**src/rtl/uart_rx_sipo_param.sv**
```systemverilog
// Parametrised UART receiver. It validates the start bit on an oversampled line and takes a
// 3-sample majority for each bit, then checks parity and framing into a valid/ready holding register.
module uart_rx_sipo_param #(
  parameter int DATA_BITS  = 8,
  parameter int PARITY     = 1,
  parameter int STOP_BITS  = 1,
  parameter int OVERSAMPLE = 16,
  localparam int FRAME_W   = 1 + DATA_BITS + ((PARITY != 0) ? 1 : 0) + STOP_BITS
) (
  input  logic                 baud_clk,
  input  logic                 reset,
  input  logic                 data_tx,
  input  logic                 rx_en,
  input  logic                 data_ready,
  output logic                 data_valid,
  output logic [DATA_BITS-1:0] data_out,
  output logic [FRAME_W-1:0]   frame_out,
  output logic                 parity_err,
  output logic                 frame_err,
  output logic                 break_det,
  output logic                 overrun_err,
  output logic                 active_flag
);

  localparam int H      = OVERSAMPLE / 2;
  localparam int TW     = $clog2(OVERSAMPLE);
  localparam int NSHIFT = DATA_BITS + ((PARITY != 0) ? 1 : 0);
  localparam int BW     = $clog2(NSHIFT + 1);

  localparam logic [TW-1:0] T_S0   = TW'(H - 1);
  localparam logic [TW-1:0] T_S1   = TW'(H);
  localparam logic [TW-1:0] T_DEC  = TW'(H + 1);
  localparam logic [TW-1:0] T_LAST = TW'(OVERSAMPLE - 1);
  localparam logic [BW-1:0] B_LAST = BW'(NSHIFT - 1);
  localparam logic          S_LAST = 1'(STOP_BITS - 1);

  typedef enum logic [1:0] {
    IDLE  = 2'd0,
    START = 2'd1,
    SHIFT = 2'd2,
    STOP  = 2'd3
  } state_t;

  function automatic logic f_par_err(input logic [DATA_BITS:0] dp);
    logic w_x;
    w_x = ^dp;
    case (2'(PARITY))
      2'd0:    f_par_err = 1'b0;
      2'd1:    f_par_err = w_x;
      2'd2:    f_par_err = ~w_x;
      default: f_par_err = 1'b0;
    endcase
  endfunction

  function automatic logic f_stop_err(input logic [STOP_BITS-1:0] st);
    f_stop_err = ~(&st);
  endfunction

  state_t                 r_state;
  state_t                 w_next_state;
  logic [1:0]             r_sync;
  logic [TW-1:0]          r_tick;
  logic [TW-1:0]          w_tick_nxt;
  logic [BW-1:0]          r_bit;
  logic [BW-1:0]          w_bit_nxt;
  logic                   r_stop;
  logic                   w_stop_nxt;
  logic                   r_s0;
  logic                   r_s1;
  logic [FRAME_W-2:0]     r_shift;
  logic                   w_shift_en;
  logic                   w_done;
  logic                   w_rxs;
  logic                   w_maj;
  logic [FRAME_W-1:0]     w_frame_nxt;
  logic                   r_valid;
  logic [DATA_BITS-1:0]   r_data;
  logic [FRAME_W-1:0]     r_frame;
  logic                   r_perr;
  logic                   r_ferr;
  logic                   r_brk;
  logic                   r_ovr;
  logic                   r_active;

  assign w_rxs       = r_sync[1];
  // Third sample is the live synchronised line at the decision tick.
  assign w_maj       = (r_s0 & r_s1) | (r_s0 & w_rxs) | (r_s1 & w_rxs);
  assign w_frame_nxt = {w_maj, r_shift};

  // Next-state, bit-timing counters and shift/complete strobes.
  always_comb begin
    w_next_state = r_state;
    w_tick_nxt   = r_tick + TW'(1);
    w_bit_nxt    = r_bit;
    w_stop_nxt   = r_stop;
    w_shift_en   = 1'b0;
    w_done       = 1'b0;
    case (r_state)
      IDLE: begin
        w_tick_nxt = '0;
        w_bit_nxt  = '0;
        w_stop_nxt = 1'b0;
        if (rx_en && !w_rxs) w_next_state = START;
        else                 w_next_state = IDLE;
      end
      START: begin
        if (!rx_en)                        w_next_state = IDLE;
        else if (r_tick == T_DEC && w_maj) w_next_state = IDLE;
        else if (r_tick == T_DEC)          w_shift_en   = 1'b1;
        else if (r_tick == T_LAST) begin
          w_next_state = SHIFT;
          w_tick_nxt   = '0;
          w_bit_nxt    = '0;
        end else begin
          w_next_state = START;
        end
      end
      SHIFT: begin
        if (!rx_en)               w_next_state = IDLE;
        else if (r_tick == T_DEC) w_shift_en   = 1'b1;
        else if (r_tick == T_LAST) begin
          w_tick_nxt = '0;
          if (r_bit == B_LAST) begin
            w_next_state = STOP;
            w_stop_nxt   = 1'b0;
          end else begin
            w_bit_nxt = r_bit + BW'(1);
          end
        end else begin
          w_next_state = SHIFT;
        end
      end
      STOP: begin
        if (!rx_en) w_next_state = IDLE;
        else if (r_tick == T_DEC) begin
          w_shift_en = 1'b1;
          // Leave on the final stop decision so a following start edge is not missed.
          if (r_stop == S_LAST) begin
            w_next_state = IDLE;
            w_done       = 1'b1;
          end else begin
            w_next_state = STOP;
          end
        end else if (r_tick == T_LAST) begin
          w_tick_nxt = '0;
          w_stop_nxt = ~r_stop;
        end else begin
          w_next_state = STOP;
        end
      end
      default: w_next_state = IDLE;
    endcase
  end

  // Receive datapath: synchroniser, FSM state, counters, samples and shift register.
  always_ff @(posedge baud_clk) begin
    if (reset) begin
      r_state  <= IDLE;
      r_sync   <= 2'b11;
      r_tick   <= '0;
      r_bit    <= '0;
      r_stop   <= 1'b0;
      r_s0     <= 1'b1;
      r_s1     <= 1'b1;
      r_shift  <= '1;
      r_active <= 1'b0;
    end else begin
      r_state  <= w_next_state;
      r_sync   <= {r_sync[0], data_tx};
      r_tick   <= w_tick_nxt;
      r_bit    <= w_bit_nxt;
      r_stop   <= w_stop_nxt;
      r_active <= (w_next_state != IDLE);
      if (r_tick == T_S0) r_s0 <= w_rxs;
      if (r_tick == T_S1) r_s1 <= w_rxs;
      if (w_shift_en) r_shift <= w_frame_nxt[FRAME_W-1:1];
    end
  end

  // Holding register with valid/ready handshake and overrun pulse.
  always_ff @(posedge baud_clk) begin
    if (reset) begin
      r_valid <= 1'b0;
      r_data  <= '0;
      r_frame <= '1;
      r_perr  <= 1'b0;
      r_ferr  <= 1'b0;
      r_brk   <= 1'b0;
      r_ovr   <= 1'b0;
    end else begin
      r_ovr <= 1'b0;
      if (w_done && (!r_valid || data_ready)) begin
        r_valid <= 1'b1;
        r_data  <= w_frame_nxt[DATA_BITS:1];
        r_frame <= w_frame_nxt;
        r_perr  <= f_par_err(w_frame_nxt[DATA_BITS+1:1]);
        r_ferr  <= f_stop_err(w_frame_nxt[FRAME_W-1 -: STOP_BITS]);
        r_brk   <= (w_frame_nxt == '0);
      end else if (w_done) begin
        r_ovr <= 1'b1;
      end else if (r_valid && data_ready) begin
        r_valid <= 1'b0;
      end
    end
  end

  assign data_valid  = r_valid;
  assign data_out    = r_data;
  assign frame_out   = r_frame;
  assign parity_err  = r_perr;
  assign frame_err   = r_ferr;
  assign break_det   = r_brk;
  assign overrun_err = r_ovr;
  assign active_flag = r_active;

endmodule

```
**config.mk**
```make
export PLATFORM = sky130hd
export DESIGN_NAME = uart_rx_sipo_param
export DESIGN_NICKNAME = d
export VERILOG_FILES = /design/src/rtl/uart_rx_sipo_param.sv
export SDC_FILE = /design/constraint.sdc
export NUM_CORES = 1
export LEC_CHECK = 0
export ABC_CLOCK_PERIOD_IN_PS = 4300
export BUFFER_PORTS_ARGS = -buffer_cell sky130_fd_sc_hd__buf_2
export CORE_UTILIZATION = 60
export CTS_CLUSTER_DIAMETER = 40
export CTS_CLUSTER_SIZE = 14
export DETAILED_ROUTE_END_ITERATION = 8
export GPL_ROUTABILITY_DRIVEN = 0
export PLACE_DENSITY = 0.83
export SLEW_MARGIN = 20
export SYNTH_ARGS = -nofsm -noshare
export SYNTH_HDL_FRONTEND = slang
export SYNTH_SLANG_ARGS = --single-unit
```
**constraint.sdc**
```tcl
create_clock -name baud_clk -period 4.3 [get_ports baud_clk]
set_input_delay 0.86 -clock baud_clk [delete_from_list [all_inputs] [get_ports baud_clk]]
set_output_delay 0.86 -clock baud_clk [all_outputs]
set_load 0.005 [all_outputs]
```
==> run_summary.xml <==
<?xml version="1.0" encoding="UTF-8"?>
<metrics>
  <group name="status">
    <metric name="outcome" unit="">complete, no violations</metric>
  </group>
  <group name="setup_path">
    <metric name="timing.reg2reg.setup_slack" unit="ns">1.74</metric>
    <metric name="setup.worst_path.end_class" unit="">flop</metric>
    <metric name="cp-endpoint" unit="">parity_err</metric>
    <metric name="worstSetupStartpoint" unit="">r_tick[1]</metric>
    <metric name="data_required_time_at_the_worst_endpoint" unit="ns">4.59</metric>
    <metric name="worst_r2r_path_depth" unit="">6</metric>
    <metric name="worst-endpoint-arrival" unit="ns">2.85</metric>
    <metric name="critPathLaunchType" unit="">flop</metric>
    <metric name="startpoint_of_the_worst_register_to_register_path" unit="">r_tick[1]</metric>
    <metric name="crit_path_max_fanout" unit="">22</metric>
    <metric name="worst-setup-path-type" unit="">flop to flop</metric>
    <metric name="r2r_end" unit="">parity_err</metric>
  </group>
  <group name="routing">
    <metric name="drc" unit="">0</metric>
    <metric name="drt_iter0_markers" unit="">108</metric>
    <metric name="post_drt_via_cell_ratio" unit="">5.489</metric>
    <metric name="drt_wl_total" unit="um">4120</metric>
    <metric name="drt-pass1-iter-count" unit="">4</metric>
    <metric name="dr_total_vias" unit="">1729</metric>
    <metric name="ant_nets" unit="">0</metric>
    <metric name="post_drt_wl_per_cell" unit="um">13.08</metric>
  </group>
  <group name="sta">
    <metric name="hold_viol" unit="">0</metric>
    <metric name="fmaxAchievable" unit="MHz">390.2</metric>
    <metric name="final.setup_skew" unit="ns">0.01286</metric>
    <metric name="tightest_slew" unit="ns">0.7615</metric>
    <metric name="hold-worst-slack" unit="ns">0.4222</metric>
    <metric name="final.period_utilization" unit="%">59.60</metric>
    <metric name="min_period" unit="ns">2.563</metric>
    <metric name="final-max-slew-violation-count" unit="">0</metric>
    <metric name="max_slew_margin" unit="%">49.23</metric>
    <metric name="rsz0062_at_grt" unit="">no</metric>
    <metric name="layout_setup_ws" unit="ns">1.737</metric>
    <metric name="setup_total_negative_slack" unit="ns">0</metric>
    <metric name="setup_viol_count_final" unit="">0</metric>
  </group>
  <group name="clock_tree">
    <metric name="cts.sink_count" unit="">50</metric>
    <metric name="postCtsSetupRepairBufs" unit="">0</metric>
    <metric name="tritoncts_clock_tree" unit="">yes</metric>
    <metric name="cts.path.max_buffers" unit="">2</metric>
    <metric name="h_tree_depth" unit="">2</metric>
    <metric name="post_cts_hold_buffer_count" unit="">0</metric>
    <metric name="cts_resized" unit="">0</metric>
    <metric name="cts-root-buf" unit="">clkbuf_4</metric>
    <metric name="worstSkewPairLatency" unit="ns">0.37</metric>
    <metric name="total_cts_buffers" unit="">5</metric>
    <metric name="clkSlewWorstSetupHoldPaths" unit="ns">0.14</metric>
  </group>
  <group name="die">
    <metric name="top_level_ports" unit="">30</metric>
    <metric name="initial_core_util" unit="%">63.53</metric>
    <metric name="die_area" unit="um^2">3832</metric>
    <metric name="die_x" unit="um">61.91</metric>
    <metric name="dieHeight" unit="um">61.91</metric>
    <metric name="num_rows" unit="">21</metric>
    <metric name="placeableCoreArea" unit="um^2">3390</metric>
  </group>
  <group name="global_routing">
    <metric name="pin_count_of_the_biggest_net_entering_global_routing" unit="">47</metric>
    <metric name="globalRouteMet3Util" unit="%">7.453</metric>
    <metric name="overall_overflow_remaining_after_global_route" unit="">0</metric>
    <metric name="first_global_vias" unit="">1501</metric>
    <metric name="grt_first_pass_wirelength" unit="um">6665</metric>
    <metric name="groute.usage.overall" unit="%">24.43</metric>
    <metric name="globalRoute.busiestLayer" unit="">met2</metric>
    <metric name="global_route.usage.met1" unit="%">30.40</metric>
    <metric name="antenna_found_initial" unit="">0</metric>
    <metric name="grt_util_met2" unit="%">39.78</metric>
  </group>
  <group name="synth">
    <metric name="avgSynthCellArea" unit="um^2">8.683</metric>
    <metric name="seq_area_frac_synth" unit="%">46.48</metric>
    <metric name="most_frequently_used_cell_type_in_the_post_synthesis_netlist" unit="">dfxtp_1</metric>
    <metric name="ys_ff_latch" unit="">50</metric>
    <metric name="synth_cells" unit="">248</metric>
    <metric name="post_synth_main_area_contributors" unit="">dfxtp_1 46%, nand2_1 8.0%, a21oi_1 7.4%, a211o_1 3.7%, nor2_1 3.0%</metric>
    <metric name="synth_top_area_share" unit="%">46.48</metric>
    <metric name="synth_enable_flop_cells" unit="">0</metric>
    <metric name="synth_area_leader_cell" unit="">dfxtp_1</metric>
    <metric name="synth.lib_cells_used.distinct" unit="">44</metric>
    <metric name="synth.net_count" unit="">258</metric>
    <metric name="yosys_warnings" unit="">0</metric>
    <metric name="synth_area" unit="um^2">2153</metric>
    <metric name="postSynth.asyncResetShare" unit="%">0</metric>
    <metric name="netlist_top_cells_count" unit="">50 x dfxtp_1, 46 x nand2_1, 32 x a21oi_1, 17 x nor2_1, 9 x a211o_1</metric>
    <metric name="synth_flop_cell" unit="">dfxtp_1</metric>
  </group>
  <group name="power">
    <metric name="power" unit="uW">820.4</metric>
    <metric name="peakVddDrop" unit="mV">0.2147</metric>
    <metric name="total_leakage_power" unit="uW">0.0008756</metric>
    <metric name="power-per-cell-area" unit="nW/um^2">344.7</metric>
  </group>
  <group name="placed_design">
    <metric name="numPlacedInstances" unit="">307</metric>
    <metric name="portBuffers" unit="">29</metric>
    <metric name="dp_worst_setup_slack" unit="ns">1.354</metric>
    <metric name="place_hpwl" unit="um">2819</metric>
  </group>
  <group name="final_layout">
    <metric name="syn_to_final_growth" unit="%">10.52</metric>
    <metric name="ant_diodes" unit="">0</metric>
    <metric name="stdcell_count" unit="">315</metric>
    <metric name="final_layout_size_suffix_gt1_share" unit="%">17.10</metric>
    <metric name="nets" unit="">278</metric>
  </group>
  <group name="job">
    <metric name="max-cap-violations" unit="">0</metric>
  </group>
  <group name="hold_path">
    <metric name="timing.hold.worst_path_depth" unit="">1</metric>
    <metric name="hold_class" unit="">flop to flop</metric>
  </group>
</metrics>
[how the worst min path moves through the flow]
| stage | start | slack (ns) | end |
|---|---|---|---|
| 2_1_floorplan | r_sync[0] | 0.39 | r_sync[1] |
| 3_3_place_gp | r_sync[0] | 0.39 | r_sync[1] |
| 3_5_place_dp | r_sync[0] | 0.39 | r_sync[1] |
| 4_1_cts | r_sync[0] | 0.42 | r_sync[1] |
| 5_1_grt | r_sync[0] | 0.45 | r_sync[1] |
| 6_report | r_sync[0] | 0.42 | r_sync[1] |
[power breakdown]
part | switching, uW | internal [uW] | leakage [uW]
logic | 9.45 | 4.64 | 0.000413
clock network | 144 | 197 | 0.0000585
registers | 1.05 | 465 | 0.000404
total | 154 | 666 | 0.000876
[cells by family after synthesis]
logic type / after synthesis / synth area share [%]
fa+ha+maj: 6 / 3.428
compound gates: 59 / 16.79
buf+inv: 23 / 5.288
flops: 50 / 46.48
mux: 1 / 0.4649
simple gates: 102 / 24.06
xor+xnor: 7 / 3.486
[registers in the layout, indices dropped and copies added, names as in the netlist]
signal / count
r_stop: 1
r_tick: 4
active_flag: 1
r_s0: 1
frame_err: 1
r_bit: 4
data_out: 8
overrun_err: 1
parity_err: 1
r_shift: 10
break_det: 1
r_state: 2
r_s1: 1
frame_out: 11
data_valid: 1
r_sync: 2
[cell usage in the layout, fill, tap and decap left out, drive strengths merged, types with 2 or more instances in the layout]
master  Yosys  routed
dfxtp      50      50
nand2      46      46
a21oi      32      32
buf         8      29
nor2       17      17
a211o      10      10
inv         7       7
o21ai       7       7
nand3b      6       6
xnor2       6       6
clkbuf      8       6
ha          5       5
nand2b      5       5
or2         4       4
o21a        3       3
nor2b       3       3
nand3       3       3
nor3        3       3
and4        2       2
or4         2       2
nor4        2       2
bufinv      0       2
nand4       2       2
[cell type report]
type / instances / area [um^2]
timing repair buffer: 29 / 145.1
clock buffer: 6 / 51.30
tap: 46 / 57.56
multi-input combinational: 175 / 1039
fill: 269 / 1010
clock inverter: 2 / 60.06
sequential: 50 / 1001
inverter: 7 / 26.28
[routing by layer]
metal  vias to the layer above  share of wire [%]
met4                         0                2.1
met1                       780                 48
met5                         -                  0
met2                        49                 45
li1                        890                  -
met3                        10                5.0
[stage by stage]
stage,utilization (%),instance area (um^2)
floorplan,-,2153
global placement,66.93,2268
detailed placement,66.93,2268
CTS,70.21,2380
global route,70.21,2380
finish,70.21,2380
[worst max-delay path, stage by stage (launching register included)]
cell and delay (ns):
dfxtp_1 0.35, inv_1 0.10, ha_1 0.17, and4b_1 0.55, nand4_2 0.57, or4b_1 0.66
o311ai_1 0.08
Power figures use the tool's default switching activity.
